`config.mk`:
```
export PLATFORM = sky130hd
export DESIGN_NAME = prog_loader
export DESIGN_NICKNAME = d
export VERILOG_FILES = /design/src/rtl/prog_loader_pkg.sv /design/src/rtl/prog_loader_timer.sv /design/src/rtl/prog_loader.sv
export SDC_FILE = /design/constraint.sdc
export NUM_CORES = 1
export LEC_CHECK = 0
export ABC_AREA = 1
export BUFFER_PORTS_ARGS = -buffer_cell sky130_fd_sc_hd__buf_4
export CAP_MARGIN = 10
export CORE_MARGIN = 2
export CORE_UTILIZATION = 57
export DETAILED_ROUTE_END_ITERATION = 16
export MAX_ROUTING_LAYER = met4
export PLACE_DENSITY = 0.79
export REMOVE_ABC_BUFFERS = 1
export SLEW_MARGIN = 20
export SYNTH_ARGS = -nofsm -noshare
export SYNTH_HDL_FRONTEND = slang
export SYNTH_SLANG_ARGS = --single-unit
```
`constraint.sdc`:
```
create_clock -name clk -period 1.92 [get_ports clk]
set_clock_uncertainty 0.1 [all_clocks]
set_input_delay 0.096 -clock clk [delete_from_list [all_inputs] [get_ports clk]]
set_output_delay 0.096 -clock clk [all_outputs]
set_load 0.01 [all_outputs]
```
`src/rtl/prog_loader_pkg.sv`:
```
// Shared constants and state encoding for the program loader.
// Build option PROG_LOADER_CHECKSUM_EN appends a mod-256 checksum byte to each load.
package prog_loader_pkg;

  localparam int INSTR_W     = 8;
  localparam int NUM_INSTR   = 9;
  localparam int IMG_W       = NUM_INSTR * INSTR_W;
  localparam int TIMEOUT_CYC = 255;
  localparam int CNT_W       = 4;

`ifdef PROG_LOADER_CHECKSUM_EN
  localparam int NUM_BYTES = NUM_INSTR + 1;
`else
  localparam int NUM_BYTES = NUM_INSTR;
`endif

  typedef enum logic [1:0] {
    ST_IDLE  = 2'd0,
    ST_LOAD  = 2'd1,
    ST_DONE  = 2'd2,
    ST_ERROR = 2'd3
  } state_e;

endpackage

```
`src/rtl/prog_loader_timer.sv`:
```
// Clearable saturating idle counter; expire pulses on the increment that reaches TC.
module prog_loader_timer #(
  parameter int TC = 255,
  parameter int W  = $clog2(TC + 1)
) (
  input  logic clk,
  input  logic rst,
  input  logic clr,
  input  logic inc,
  output logic expire
);

  logic [W-1:0] count_q, count_d;

  always_comb begin
    count_d = count_q;
    if (clr) begin
      count_d = '0;
    end else if (inc && (count_q != W'(TC))) begin
      count_d = count_q + W'(1);
    end
  end

  assign expire = inc && !clr && (count_q == W'(TC - 1));

  always_ff @(posedge clk or negedge rst) begin
    if (!rst) begin
      count_q <= '0;
    end else begin
      count_q <= count_d;
    end
  end

endmodule

```
`src/rtl/prog_loader.sv`:
```
// Byte-stream program loader: assembles the core image in a shadow buffer and commits it atomically.
// Build option PROG_LOADER_CHECKSUM_EN: expect a trailing checksum byte, commit only on match.
//
// state    | meaning
// ST_IDLE  | no load yet, core held in reset
// ST_LOAD  | accepting bytes into the shadow buffer, core held in reset
// ST_DONE  | image committed, core running
// ST_ERROR | last load aborted, core held in reset, old image kept
module prog_loader
  import prog_loader_pkg::*;
(
  input  logic               clk,
  input  logic               rst,
  input  logic               load_start,
  input  logic [INSTR_W-1:0] byte_in,
  input  logic               byte_valid,
  output logic               byte_ready,
  output logic [IMG_W-1:0]   machine_code,
  output logic               core_rst,
  output logic               load_done,
  output logic               load_err,
  output logic [CNT_W-1:0]   byte_cnt
);

  state_e             state_q, state_d;
  logic [IMG_W-1:0]   shadow_q, shadow_d;
  logic [IMG_W-1:0]   machine_code_q, machine_code_d;
  logic [CNT_W-1:0]   byte_cnt_q, byte_cnt_d;
  logic               byte_ready_q, byte_ready_d;
  logic               core_rst_q, core_rst_d;
  logic               load_done_q, load_done_d;
  logic               load_err_q, load_err_d;
`ifdef PROG_LOADER_CHECKSUM_EN
  logic [INSTR_W-1:0] sum_q, sum_d;
`endif

  logic               transfer;
  logic               last_byte;
  logic               timer_clr, timer_inc, timer_expire;
  logic               do_enter, do_commit, do_error;
  logic [IMG_W-1:0]   shadow_wr;
  logic [IMG_W-1:0]   commit_img;

  // byte_ready_q is only ever set while in ST_LOAD, so it qualifies the transfer on its own
  assign transfer  = byte_valid && byte_ready_q && !load_start;
  assign last_byte = (byte_cnt_q == CNT_W'(NUM_BYTES - 1));
  assign timer_clr = load_start || transfer;
  assign timer_inc = (state_q == ST_LOAD) && !transfer && !load_start;

  prog_loader_timer #(.TC(TIMEOUT_CYC)) u_timer (
    .clk    (clk),
    .rst    (rst),
    .clr    (timer_clr),
    .inc    (timer_inc),
    .expire (timer_expire)
  );

  always_comb begin
    shadow_wr = shadow_q;
    for (int i = 0; i < NUM_INSTR; i++) begin
      if (byte_cnt_q == CNT_W'(i)) begin
        shadow_wr[i*INSTR_W +: INSTR_W] = byte_in;
      end
    end
  end

  always_comb begin
    state_d        = state_q;
    shadow_d       = shadow_q;
    machine_code_d = machine_code_q;
    byte_cnt_d     = byte_cnt_q;
    byte_ready_d   = byte_ready_q;
    core_rst_d     = core_rst_q;
    load_done_d    = load_done_q;
    load_err_d     = load_err_q;
`ifdef PROG_LOADER_CHECKSUM_EN
    sum_d          = sum_q;
`endif
    do_enter   = 1'b0;
    do_commit  = 1'b0;
    do_error   = 1'b0;
    commit_img = shadow_wr;

    case (state_q)
      ST_LOAD: begin
        if (load_start) begin
          do_enter = 1'b1;
        end else if (transfer) begin
          if (byte_cnt_q != CNT_W'(NUM_BYTES)) begin
            byte_cnt_d = byte_cnt_q + CNT_W'(1);
          end
`ifdef PROG_LOADER_CHECKSUM_EN
          if (last_byte) begin
            commit_img = shadow_q;
            if (byte_in == sum_q) begin
              do_commit = 1'b1;
            end else begin
              do_error = 1'b1;
            end
          end else begin
            shadow_d = shadow_wr;
            sum_d    = sum_q + byte_in;
          end
`else
          shadow_d = shadow_wr;
          if (last_byte) begin
            do_commit = 1'b1;
          end
`endif
        end else if (timer_expire) begin
          do_error = 1'b1;
        end
      end
      default: begin
        if (load_start) begin
          do_enter = 1'b1;
        end
      end
    endcase

    if (do_enter) begin
      state_d      = ST_LOAD;
      shadow_d     = '0;
      byte_cnt_d   = '0;
      byte_ready_d = 1'b1;
      core_rst_d   = 1'b1;
      load_done_d  = 1'b0;
      load_err_d   = 1'b0;
`ifdef PROG_LOADER_CHECKSUM_EN
      sum_d        = '0;
`endif
    end
    if (do_commit) begin
      state_d        = ST_DONE;
      machine_code_d = commit_img;
      byte_ready_d   = 1'b0;
      core_rst_d     = 1'b0;
      load_done_d    = 1'b1;
    end
    if (do_error) begin
      state_d      = ST_ERROR;
      byte_ready_d = 1'b0;
      core_rst_d   = 1'b1;
      load_done_d  = 1'b0;
      load_err_d   = 1'b1;
    end
  end

  always_ff @(posedge clk or negedge rst) begin
    if (!rst) begin
      state_q        <= ST_IDLE;
      shadow_q       <= '0;
      machine_code_q <= '0;
      byte_cnt_q     <= '0;
      byte_ready_q   <= 1'b0;
      core_rst_q     <= 1'b1;
      load_done_q    <= 1'b0;
      load_err_q     <= 1'b0;
`ifdef PROG_LOADER_CHECKSUM_EN
      sum_q          <= '0;
`endif
    end else begin
      state_q        <= state_d;
      shadow_q       <= shadow_d;
      machine_code_q <= machine_code_d;
      byte_cnt_q     <= byte_cnt_d;
      byte_ready_q   <= byte_ready_d;
      core_rst_q     <= core_rst_d;
      load_done_q    <= load_done_d;
      load_err_q     <= load_err_d;
`ifdef PROG_LOADER_CHECKSUM_EN
      sum_q          <= sum_d;
`endif
    end
  end

  assign byte_ready   = byte_ready_q;
  assign machine_code = machine_code_q;
  assign core_rst     = core_rst_q;
  assign load_done    = load_done_q;
  assign load_err     = load_err_q;
  assign byte_cnt     = byte_cnt_q;

endmodule

```
==> impl_metrics.env <==
export IMPL_status="finished clean"
export IMPL_drtIter0Drc=558
export IMPL_area_delta_synth_final_pct=22.5
export IMPL_clock_sinks=154
export IMPL_crit_type="flop to flop"
export IMPL_fin_crit_sh=0.920
export IMPL_tightest_slew_ns=0.544
export IMPL_p_total_mw=7.55
export IMPL_first_global_vias=5762
export IMPL_layout_min_cycle_time_ns=1.77
export IMPL_routabilityCongestion=0.806
export IMPL_h_tree_depth=4
export IMPL_numCtsBuffers=17
export IMPL_p_clk_frac=0.491
export IMPL_clk_pin_slew_ns=0.06
export IMPL_slew_limit_headroom=0.637
export IMPL_drive_gt1_frac=0.161
export IMPL_clkLatencyLatePin_ns=0.42
export IMPL_routed_wl_met3_um=941
export IMPL_layout_cells_non_filler=1118
export IMPL_multiInputGateArea_sq_mm=0.00276
export IMPL_core_sq_mm=0.0120
export IMPL_drtAntennaViolNets=0
export IMPL_max_cap_violations=0
export IMPL_initial_utilization=0.580
export IMPL_end_kind="flop"
export IMPL_grt_pass1_wl_mm=28.3
export IMPL_cts_buffer_depth=2
export IMPL_synthCells=873
export IMPL_place_area_sq_mm=0.00780
export IMPL_vias=6051
export IMPL_setup_ws_ns=0.154
export IMPL_stdcell_area_sq_mm=0.00850
export IMPL_p_int_mw=5.84
export IMPL_rows=40
export IMPL_cts_setup_buffers=0
export IMPL_grt_setup_unrepaired="false"
export IMPL_fmax_mhz=566
export IMPL_powerDensity_mw_per_mm2=889
export IMPL_yosys_warnings=0
export IMPL_hold_viol_final=0
export IMPL_insertedDiodeCount=0
export IMPL_wl_met2_mm=8.14
export IMPL_swShare=0.226
export IMPL_hold_class="input port to flop"
export IMPL_cts_root_buf="clkbuf_16"
export IMPL_fillers=919
export IMPL_cts_tree="built"
export IMPL_top_layer_used="met4"
export IMPL_gr_usage_all_layers=0.287
export IMPL_dp_cells=1084
export IMPL_wl_per_cell_um=15.1
export IMPL_met1Wirelength_mm=7.51
export IMPL_drc=0
export IMPL_pwr_share_comb=0.068
export IMPL_design_die_area_sq_mm=0.0131
export IMPL_share_seq_of_total_power=0.442
export IMPL_fin_hold_ws_ns=0.0776
export IMPL_syn_area_sq_mm=0.00694
export IMPL_p_leak_nw=4.67
export IMPL_io_buffers=91
export IMPL_syn_area_per_cell_sq_um=7.95
export IMPL_place_ws_ns=0.135
export IMPL_p_sw_mw=1.71
export IMPL_seq_area_sq_mm=0.00385
export IMPL_ys_ff_latch=154
export IMPL_dpl_hpwl_mm=10.3
export IMPL_firstDrtPassIters=5
export IMPL_cp_data_arrival_time_ns=2.02
export IMPL_start_kind="flop"
export IMPL_dieHeight_um=114
export IMPL_vias_per_cell=5.41
export IMPL_final_nets=976
export IMPL_io_pins=92
export IMPL_worstPathRequired_ns=2.18
export IMPL_crit_fanout=6
export IMPL_grt_start_max_net_pins=77
export IMPL_ir_drop_v=0.000426
export IMPL_grt_overflow_total=0
export IMPL_drv_slew=0
export IMPL_ys_types=23
export IMPL_ys_seq_area_frac=0.556
export IMPL_antenna_found_initial=0
export IMPL_routed_wl_mm=16.9
export IMPL_setup_viol=0
export IMPL_fp_dieW_um=114
==> critical path, stage by stage (launching register included) <==
cell     delay (ns)
dfrtp_1        0.43
ha_2           0.26
inv_1          0.06
nor2_1         0.20
nand2_1        0.10
nand2_1        0.08
nand2_1        0.13
inv_1          0.20
nand2_1        0.08
nand2_1        0.07
==> synthesized netlist by cell type <==
| cell | instances | area, sq um |
|---|---|---|
| nor2_4 | 3 | 33.8 |
| inv_1 | 26 | 97.6 |
| ha_1 | 6 | 75.1 |
| buf_4 | 5 | 37.5 |
| o21ai_0 | 78 | 390 |
| nand3_1 | 82 | 410 |
| inv_2 | 1 | 3.75 |
| nand2_2 | 1 | 6.26 |
| buf_6 | 1 | 11.3 |
| a21oi_1 | 2 | 10.0 |
| buf_2 | 23 | 115 |
| xor2_1 | 3 | 26.3 |
| nor2_1 | 15 | 56.3 |
| nand2_1 | 444 | 1670 |
| clkinv_2 | 1 | 5.00 |
| nor2_2 | 1 | 6.26 |
| dfstp_2 | 1 | 26.3 |
| o211ai_1 | 2 | 15.0 |
| nand2_4 | 1 | 11.3 |
| nand4_1 | 5 | 31.3 |
| clkbuf_1 | 17 | 63.8 |
| dfrtp_1 | 153 | 3830 |
| o21ai_1 | 2 | 10.0 |
==> registers in the layout, indices dropped and copies added, names as in the netlist <==
name	flops
load_done	1
state_q	2
load_err	1
core_rst	1
shadow_q	64
u_timer.count_q	8
byte_cnt	4
byte_ready	1
machine_code	72
==> cell usage in the layout (no fill, tap or decap) <==
cell             n
o21ai_0         70
ha_1             5
nor2_4           3
nand2_1        441
o21ai_1         10
o211ai_1         2
ha_2             1
clkbuf_16       17
buf_12           6
bufinv_16        5
nand4_1          5
nand3_1         82
dfrtp_1        153
buf_6            3
buf_4          101
nor2_2           1
clkinv_2         5
clkinvlp_4       2
a21oi_1          2
nand2_4          1
nor2_1          15
xor2_1           3
dlygate4sd3_1    2
inv_1           25
clkinv_4         1
clkbuf_8         3
inv_2            2
dfstp_2          1
nand2_2          4
==> logic make-up after synthesis <==
| logic type | share of synthesized area |
|---|---|
| fa+ha+maj | 0.0108 |
| simple gates | 0.320 |
| buf+inv | 0.0481 |
| xor+xnor | 0.00379 |
| flops | 0.556 |
| compound gates | 0.0613 |
==> timing repair <==
action / 4_1_cts / 5_1_grt
resized for setup: 0 / 14
endpoints found under the setup margin: 0 / 32
hold buffers: 2 / 0
hold endpoints to repair: 140 / 0
==> through the flow <==
step | util | setup TNS [ns]
3_3_place_gp | 0.652 | 0
5_1_grt | 0.710 | 0
6_report | 0.710 | 0
4_1_cts | 0.709 | 0
2_1_floorplan | - | -140.79
3_5_place_dp | 0.652 | 0
==> layer usage <==
| metal | track usage | vias to the layer above |
|---|---|---|
| met5 | - | - |
| met3 | 0.0529 | 20 |
| met1 | 0.394 | 2905 |
| li1 | - | 2939 |
| met4 | 0.0935 | 0 |
| met2 | 0.438 | 187 |
==> layout make-up <==
| type | instances | area share |
|---|---|---|
| Sequential cell | 154 | 0.454 |
| Multi-Input combinational cell | 645 | 0.325 |
| Timing Repair Buffer | 112 | 0.110 |
| Clock buffer | 20 | 0.0549 |
| Clock inverter | 12 | 0.0228 |
| Tap cell | 147 | 0.0216 |
| Inverter | 28 | 0.0125 |
==> path summary, 6_finish.rpt <==
kind,start,endpoint,slack [ns],depth (start not counted)
worst max register to register,u_timer.count_q[1]$_DFFE_PN0P_,u_timer.count_q[3]$_DFFE_PN0P_,0.15,9
worst min-delay path,byte_in[7],machine_code[71]$_DFFE_PN0P_,0.08,3
min in group asynchronous,rst,shadow_q[61]$_DFFE_PN0P_,0.11,2
worst max-delay path,u_timer.count_q[1]$_DFFE_PN0P_,u_timer.count_q[3]$_DFFE_PN0P_,0.15,9
worst min register to register,machine_code[18]$_DFFE_PN0P_,machine_code[18]$_DFFE_PN0P_,0.38,2
max in group asynchronous,rst,machine_code[44]$_DFFE_PN0P_,1.01,3
==> power by group through the flow <==
stage               sequential, mW  combinational (mW)  clock [mW]
floorplan                     3.40               0.232           0
global placement              3.39               0.494           0
detailed placement            3.39               0.497           0
CTS                           3.33               0.505        3.74
global route                  3.34               0.575        3.89
finish                        3.34               0.512        3.71
(Power assumes the default switching activity.)
